File: src/rtl/mv_host_loader.sv
// Host front end of the matrix-vector engine: streams operands A/B into the shared
// memory, kicks the engine, then reads the result vector C back out as a stream.
module mv_host_loader #(
  parameter int DATA_W   = 34,
  parameter int ADDR_W   = 7,
  parameter int A_BASE   = 0,
  parameter int N_LOAD   = 72,
  parameter int C_BASE   = 72,
  parameter int N_RESULT = 8
) (
  input  logic              clk,
  input  logic              rst,
  input  logic              in_valid,
  output logic              in_ready,
  input  logic [DATA_W-1:0] in_data,
  output logic              mem_own,
  output logic [ADDR_W-1:0] mem_address,
  output logic              mem_wr,
  output logic [DATA_W-1:0] mem_w_data,
  input  logic [DATA_W-1:0] mem_r_data,
  output logic              core_start,
  input  logic              core_done,
  output logic              out_valid,
  input  logic              out_ready,
  output logic [DATA_W-1:0] out_data,
  output logic              out_last,
  output logic              busy
);

  typedef enum logic [2:0] {
    S_LOAD, S_START, S_WAIT, S_RD_ADDR, S_RD_DATA, S_OUT
  } state_t;

  localparam logic [6:0]        LCNT_LAST = 7'(N_LOAD - 1);
  localparam logic [2:0]        RCNT_LAST = 3'(N_RESULT - 1);
  localparam logic [ADDR_W-1:0] A_ADDR    = ADDR_W'(A_BASE);
  localparam logic [ADDR_W-1:0] C_ADDR    = ADDR_W'(C_BASE);

  state_t              state_reg, state_next;
  logic [6:0]          lcnt_reg, lcnt_next;
  logic [2:0]          rcnt_reg, rcnt_next;
  logic                out_valid_reg, out_valid_next;
  logic [DATA_W-1:0]   out_data_reg, out_data_next;
  logic                out_last_reg, out_last_next;

  always_ff @(posedge clk) begin
    if (rst) begin
      state_reg     <= S_LOAD;
      lcnt_reg      <= '0;
      rcnt_reg      <= '0;
      out_valid_reg <= 1'b0;
      out_data_reg  <= '0;
      out_last_reg  <= 1'b0;
    end else begin
      state_reg     <= state_next;
      lcnt_reg      <= lcnt_next;
      rcnt_reg      <= rcnt_next;
      out_valid_reg <= out_valid_next;
      out_data_reg  <= out_data_next;
      out_last_reg  <= out_last_next;
    end
  end

  always_comb begin
    state_next     = state_reg;
    lcnt_next      = lcnt_reg;
    rcnt_next      = rcnt_reg;
    out_valid_next = out_valid_reg;
    out_data_next  = out_data_reg;
    out_last_next  = out_last_reg;
    in_ready       = 1'b0;
    mem_own        = 1'b1;
    mem_address    = '0;
    mem_wr         = 1'b0;
    mem_w_data     = '0;
    core_start     = 1'b0;
    case (state_reg)
      S_LOAD: begin
        in_ready    = 1'b1;
        mem_address = A_ADDR + ADDR_W'(lcnt_reg);
        mem_w_data  = in_data;
        mem_wr      = in_valid;
        if (in_valid) begin
          if (lcnt_reg == LCNT_LAST) begin
            lcnt_next  = '0;
            state_next = S_START;
          end else begin
            lcnt_next = lcnt_reg + 7'd1;
          end
        end
      end
      S_START: begin
        mem_own    = 1'b0;
        core_start = 1'b1;
        state_next = S_WAIT;
      end
      S_WAIT: begin
        // Datapath owns the memory; done is only honoured here, never latched.
        mem_own = 1'b0;
        if (core_done) state_next = S_RD_ADDR;
      end
      S_RD_ADDR: begin
        mem_address = C_ADDR + ADDR_W'(rcnt_reg);
        state_next  = S_RD_DATA;
      end
      S_RD_DATA: begin
        mem_address    = C_ADDR + ADDR_W'(rcnt_reg);
        out_data_next  = mem_r_data;
        out_last_next  = (rcnt_reg == RCNT_LAST);
        out_valid_next = 1'b1;
        state_next     = S_OUT;
      end
      S_OUT: begin
        mem_address = C_ADDR + ADDR_W'(rcnt_reg);
        if (out_ready) begin
          out_valid_next = 1'b0;
          if (rcnt_reg == RCNT_LAST) begin
            rcnt_next  = '0;
            state_next = S_LOAD;
          end else begin
            rcnt_next  = rcnt_reg + 3'd1;
            state_next = S_RD_ADDR;
          end
        end
      end
      default: state_next = S_LOAD;
    endcase
  end

  assign out_valid = out_valid_reg;
  assign out_data  = out_data_reg;
  assign out_last  = out_last_reg;
  assign busy      = !((state_reg == S_LOAD) && (lcnt_reg == 7'd0));

endmodule
File: config.mk
export PLATFORM = sky130hd
export DESIGN_NAME = mv_host_loader
export DESIGN_NICKNAME = d
export VERILOG_FILES = /design/src/rtl/mv_host_loader.sv
export SDC_FILE = /design/constraint.sdc
export NUM_CORES = 1
export LEC_CHECK = 0
export BUFFER_PORTS_ARGS = -buffer_cell sky130_fd_sc_hd__buf_2
export CORE_MARGIN = 5
export CORE_UTILIZATION = 38
export DETAILED_ROUTE_END_ITERATION = 8
export PLACE_DENSITY_LB_ADDON = 0.3
export SYNTH_ARGS = -nofsm -noshare
export SYNTH_HDL_FRONTEND = slang
export SYNTH_SLANG_ARGS = --single-unit
File: constraint.sdc
create_clock -name clk -period 2 [get_ports clk]
set_clock_uncertainty 0.05 [all_clocks]
set_input_delay 0.5 -clock clk [delete_from_list [all_inputs] [get_ports clk]]
set_output_delay 0.5 -clock clk [all_outputs]
set_load 0.01 [all_outputs]
=== Yosys cells after proc, flatten, opt, wreduce, memory -nomap -nowiden ===
Index checks and enable logic that the tools add are counted.

* Register bits: 49
* Output and inout bits: 82
* Word-level logic and storage cells: 47

* Add/sub/neg operators: 3
* Equal/unequal tests: 11
* Muxes and demuxes: 16
* Reductions and logical operators: 11

{| class="wikitable"
|+ Operators with widths
! operator !! number
|-
| 34-bit two-way mux || 1
|-
| 3-bit one-hot mux with 6 select lines || 1
|-
| 3-bit two-way mux || 5
|-
| 7-bit one-hot mux with 2 select lines || 1
|-
| 3-bit == test (second input constant) || 3
|-
| 2-bit inequality test (second input constant) || 4
|-
| 7-bit by 1-bit adder with 7-bit output (second input constant) || 1
|-
| 7-bit by 3-bit adder with 7-bit output (first input constant) || 1
|-
| 7-bit == test (second input constant) || 1
|-
| 7-bit zero test || 1
|-
| 7-bit two-way mux || 1
|-
| 3-bit by 2-bit == test with 1-bit output (second input constant) || 2
|-
| 2-bit AND reduction || 3
|-
| 1-bit two-way mux || 5
|-
| 4-bit AND reduction || 1
|-
| 3-bit by 1-bit adder with 3-bit output (second input constant) || 1
|-
| 3-bit by 1-bit == test with 1-bit output (second input constant) || 1
|-
| 3-bit zero test || 1
|-
| 3-bit OR reduction || 1
|-
| 2-bit two-way mux || 1
|-
| 1-bit one-hot mux with 2 select lines || 1
|-
| 2-bit nonzero test || 1
|-
| 2-bit OR reduction || 1
|-
| 1-bit logical AND || 1
|-
| 1-bit zero test || 1
|}

=== Longest topological paths before layout ===
* Depth after elaboration: 4
* Gate-level depth with buffers: 7

=== Worst setup path before layout ===
Ideal clock, no wire load.

* Kind: reg2out
* Start point: reg state_reg[1]
* End point: out mem_w_data[10]
* Arrival time: 1569 ps
* Required time: 1450 ps
* Setup slack: -119 ps
* Cell stages (with the launch flop): 8
* Buffers on the path: 4
* Cells stage by stage: dfxtp_1 > buf_2 > or3_1 > clkbuf_1 > inv_1 > clkbuf_1 > clkbuf_1 > and2_1

* Word-level cells in the longest chain between the ends: 2

{| class="wikitable"
|+ RTL lines
! what !! RTL line !! text
|-
| start, declared || 39 || <nowiki>state_t state_reg, state_next;</nowiki>
|-
| start signal, assigned || 55 || <nowiki>state_reg <= state_next;</nowiki>
|-
| 3-bit zero test || 77 || <nowiki>case (state_reg)</nowiki>
|-
| 34-bit two-way mux || 77 ||
|-
| end, declared || 19 || <nowiki>output logic [DATA_W-1:0] mem_w_data,</nowiki>
|}

No other way between the ends.

=== Worst setup path after layout ===
* Start point: reg state_reg[0]
* End point: out mem_w_data[10]

The elaborated chain is that of the path after synthesis.

==> summary.txt <==
Outcome
  – Status: complete, but fails checks
  – Failing checks: negative setup slack

Synthesis
  – Number of storage elements in the synthesis netlist: 49
  – Share of the synthesized area in the top cell type: 0.426
  – Most used flip-flop cell after synthesis: sky130_fd_sc_hd__dfxtp_1
  – Post-synthesis sequential area ratio: 0.426
  – Largest family of logic cells by synthesized area: simple AND/OR/NAND/NOR gates
  – XOR/XNOR share of the synthesized area: 0.00380
  – Post-synthesis async set-or-reset flop share: 0
  – Cell type with the largest total area after synthesis: sky130_fd_sc_hd__dfxtp_1
  – Top cell types by occurrence after synthesis: sky130_fd_sc_hd__nand2_1, sky130_fd_sc_hd__dfxtp_1, sky130_fd_sc_hd__a21oi_1, sky130_fd_sc_hd__and2_1, sky130_fd_sc_hd__clkbuf_1
  – Number of flops mapped to enable cells by yosys: 0
  – Fraction of synthesized area in multiplexers: 0.00869
  – Share of synthesized cell area in and, or, nand and nor gates: 0.303
  – Dominant cells by area after synthesis: sky130_fd_sc_hd__dfxtp_1, sky130_fd_sc_hd__nand2_1, sky130_fd_sc_hd__a21oi_1
  – Yosys warns: 0
  – Syn Std Cell Area: between 0.002 and 0.0025 sq mm
  – Fraction of the mapped netlist area in compound gates: 0.178
  – Number of different library cells in the post-synthesis netlist: 37
  – Adder and majority cell fraction of the synthesized area: 0.0217
  – Post-synthesis cell count: 300
  – Cell with the most instances after synthesis: sky130_fd_sc_hd__nand2_1
  – Number of nets produced by synthesis: around 380
  – Syn Area/Cell: ~7.7 sq um

Clock network
  – Buffers from clock root to sink, at most: 2
  – Clock-pin transition on the worst setup and hold timing paths: approximately 0.090 ns
  – Maximum level of the CTS H-tree: 2
  – CTS tree: done
  – Clock latency at the later pin of the worst-skew pair: around 0.29 ns
  – Clock tree sinks: between 40 and 50
  – Clock buffers created by TritonCTS: 5
  – Clock root buffer: sky130_fd_sc_hd__clkbuf_8

Cells and area
  – Fin nets: ~530
  – Synth-to-Final Area Change: 43.9%
  – Flip-flop count of the largest register, all copies and words added: 34
  – Antenna diode instance count: 0
  – Fraction of layout cells with a size suffix above 1: 0.407
  – Final cell utilization of the core: 0.560

Floorplan
  – Die footprint: 0.00772 sq mm
  – Initial Utilization: 0.389
  – Die height: between 80 and 90 um
  – Width of the chip: approximately 88 um
  – Site row count: 28
  – Number of top-level pins: between 150 and 200
  – Floorplan core area: just under 0.006 sq mm

STA
  – Aggregate negative setup slack: -1.36 ns
  – Slew of the pin with the lowest slew margin: 0.722 ns
  – Final setup violation count: 38
  – Setup repair after global routing missed its margin: yes
  – Worst Hold Slack: 0.383 ns
  – Achievable Freq: 484 MHz
  – Share of the cycle needed by the critical path after routing: 1.03
  – Final worst-path setup slack: -0.0657 ns
  – Shortest clock period the worst path allows after layout: between 2 and 2.5 ns
  – Final hold violation count: 0
  – Final max-slew violation count: 0
  – Relative max-transition margin: 0.519

Detailed routing
  – Total wire length after detailed routing: 6.80 mm
  – Initial detailed-routing violation count: 101
  – Met3 WL: 669 um
  – Uppermost layer routed: met4
  – Detailed-route via count: between 2000 and 3000
  – Initial DRT Pass Iterations: 4
  – Routed length on met1: approximately 2.8 mm
  – DR WL/cell: around 13 um
  – Number of nets still failing antenna checks after routing: 0
  – Vias per std cell: between 4 and 5
  – Routed wl met2: between 3 and 4 mm
  – DRC: 0

Global routing
  – Pin count of the biggest net entering global routing: 37
  – Initial antenna violation count: 0
  – Via count of the first global-routing pass: roughly 2400
  – Wire length of the first global-routing pass: 10.8 mm
  – Aggregate global-route resource usage: 0.173
  – Gr ovfl total: 0

Placement
  – GP Congestion: about 0.79
  – Pre-CTS setup slack: between 0.15 and 0.2 ns
  – Count of port buffers added during placement: about 150
  – HPWL after detailed placement: 5.13 mm

Worst setup path
  – Critical path class: flip-flop to primary output
  – Data required time at the worst endpoint: ~1.5 ns
  – CP arrival: 1.52 ns
  – Setup crit end kind: primary output
  – Type of element launching the critical path: flip-flop
  – Maximum fanout along the worst path: 19

Power and ir drop
  – Static power due to leakage: 1.56 nW
  – Largest vdd supply drop: about 0.39 mV
  – Power per Cell Area: between 600 and 700 mW/mm^2

Worst hold path
  – Classification of the worst-slack hold path: primary input to flip-flop

Flow run
  – Max-cap viol count: 0
==> power breakdown <==
group | switching, mW | leakage [nW] | total, mW | internal [mW]
clock | 0.320 | 0.0456 | 0.570 | 0.250
sequential | 0.0127 | 0.395 | 1.00 | 0.989
combinational | 0.326 | 1.12 | 0.653 | 0.326
==> cell type report <==
class	count	area [sq um]
Fill cell	593	2610
Multi-Input combinational cell	219	1210
Sequential cell	49	982
Timing Repair Buffer	165	905
Tap cell	75	93.8
Clock buffer	6	72.6
Inverter	9	41.3
Clock inverter	2	13.8
==> critical path: stages, from the launching register on <==
cell	delay (ns)
sky130_fd_sc_hd__dfxtp_1	0.32
sky130_fd_sc_hd__or3_4	0.41
sky130_fd_sc_hd__inv_6	0.09
sky130_fd_sc_hd__buf_12	0.13
sky130_fd_sc_hd__and2_1	0.14
sky130_fd_sc_hd__buf_2	0.14
==> layout by cell type (no fill, tap or decap), types with 2 or more instances in the layout <==
master	Yosys	layout
sky130_fd_sc_hd__a211o_1	2	2
sky130_fd_sc_hd__a21oi_1	47	47
sky130_fd_sc_hd__a22oi_1	3	3
sky130_fd_sc_hd__and2_1	37	36
sky130_fd_sc_hd__buf_12	0	2
sky130_fd_sc_hd__buf_2	1	153
sky130_fd_sc_hd__buf_4	0	8
sky130_fd_sc_hd__clkbuf_8	0	5
sky130_fd_sc_hd__dfxtp_1	49	48
sky130_fd_sc_hd__ha_1	4	4
sky130_fd_sc_hd__inv_1	9	6
sky130_fd_sc_hd__inv_6	0	2
sky130_fd_sc_hd__mux2i_1	2	2
sky130_fd_sc_hd__nand2_1	75	75
sky130_fd_sc_hd__nand2b_1	2	2
sky130_fd_sc_hd__nand3_1	6	6
sky130_fd_sc_hd__nor2_1	5	5
sky130_fd_sc_hd__nor3_1	3	3
sky130_fd_sc_hd__o211ai_1	2	2
sky130_fd_sc_hd__o21ai_0	4	4
sky130_fd_sc_hd__o2bb2ai_1	3	3
sky130_fd_sc_hd__o31ai_1	3	3
sky130_fd_sc_hd__or3_1	5	4
sky130_fd_sc_hd__or4_1	2	2
==> timing repair <==
item,in CTS,in global routing
setup buffers,1,0
endpoints found under the hold margin,0,0
hold buffers,0,0
pin swaps,2,0
resized for setup,10,3
cloned,1,0
setup endpoints to repair,42,43
==> per-stage QoR <==
| step | instance area (sq um) | instances | total power [mW] |
|---|---|---|---|
| after floorplan | 2310 | 300 | 1.35 |
| after global placement | 3160 | 515 | 1.61 |
| after detailed placement | 3160 | 515 | 1.62 |
| after CTS | 3310 | 525 | 2.25 |
| after global routing | 3320 | 525 | 2.35 |
| final | 3320 | 525 | 2.22 |
==> cells by family (layout without fill, tap and decap cells) <==
logic type               after synthesis  after routing
AND/OR/NAND/NOR                      142            142
AO/OA/AOI/OAI                         70             70
flip-flops                            49             49
buffers and inverters                 32            182
adder cells (fa/ha/maj)                4              4
multiplexers                           2              2
XOR/XNOR                               1              1
==> routing by layer <==
layer	vias to the layer above	track usage
li1	1298	-
met1	1148	0.212
met2	85	0.286
met3	2	0.0668
met4	0	0.0446
met5	-	0
==> final timing paths <==
kind | startpoint | endpoint | slack (ns) | depth (start not counted)
max reg2reg | state_reg[1] | out_data[5] | 0.15 | 5
max | state_reg[0] | mem_w_data[10] | -0.07 | 5
min | mem_r_data[29] | out_data[29] | 0.38 | 3
min reg2reg | out_data[17] | out_data[17] | 0.40 | 2
Power figures use the tool's default switching activity.
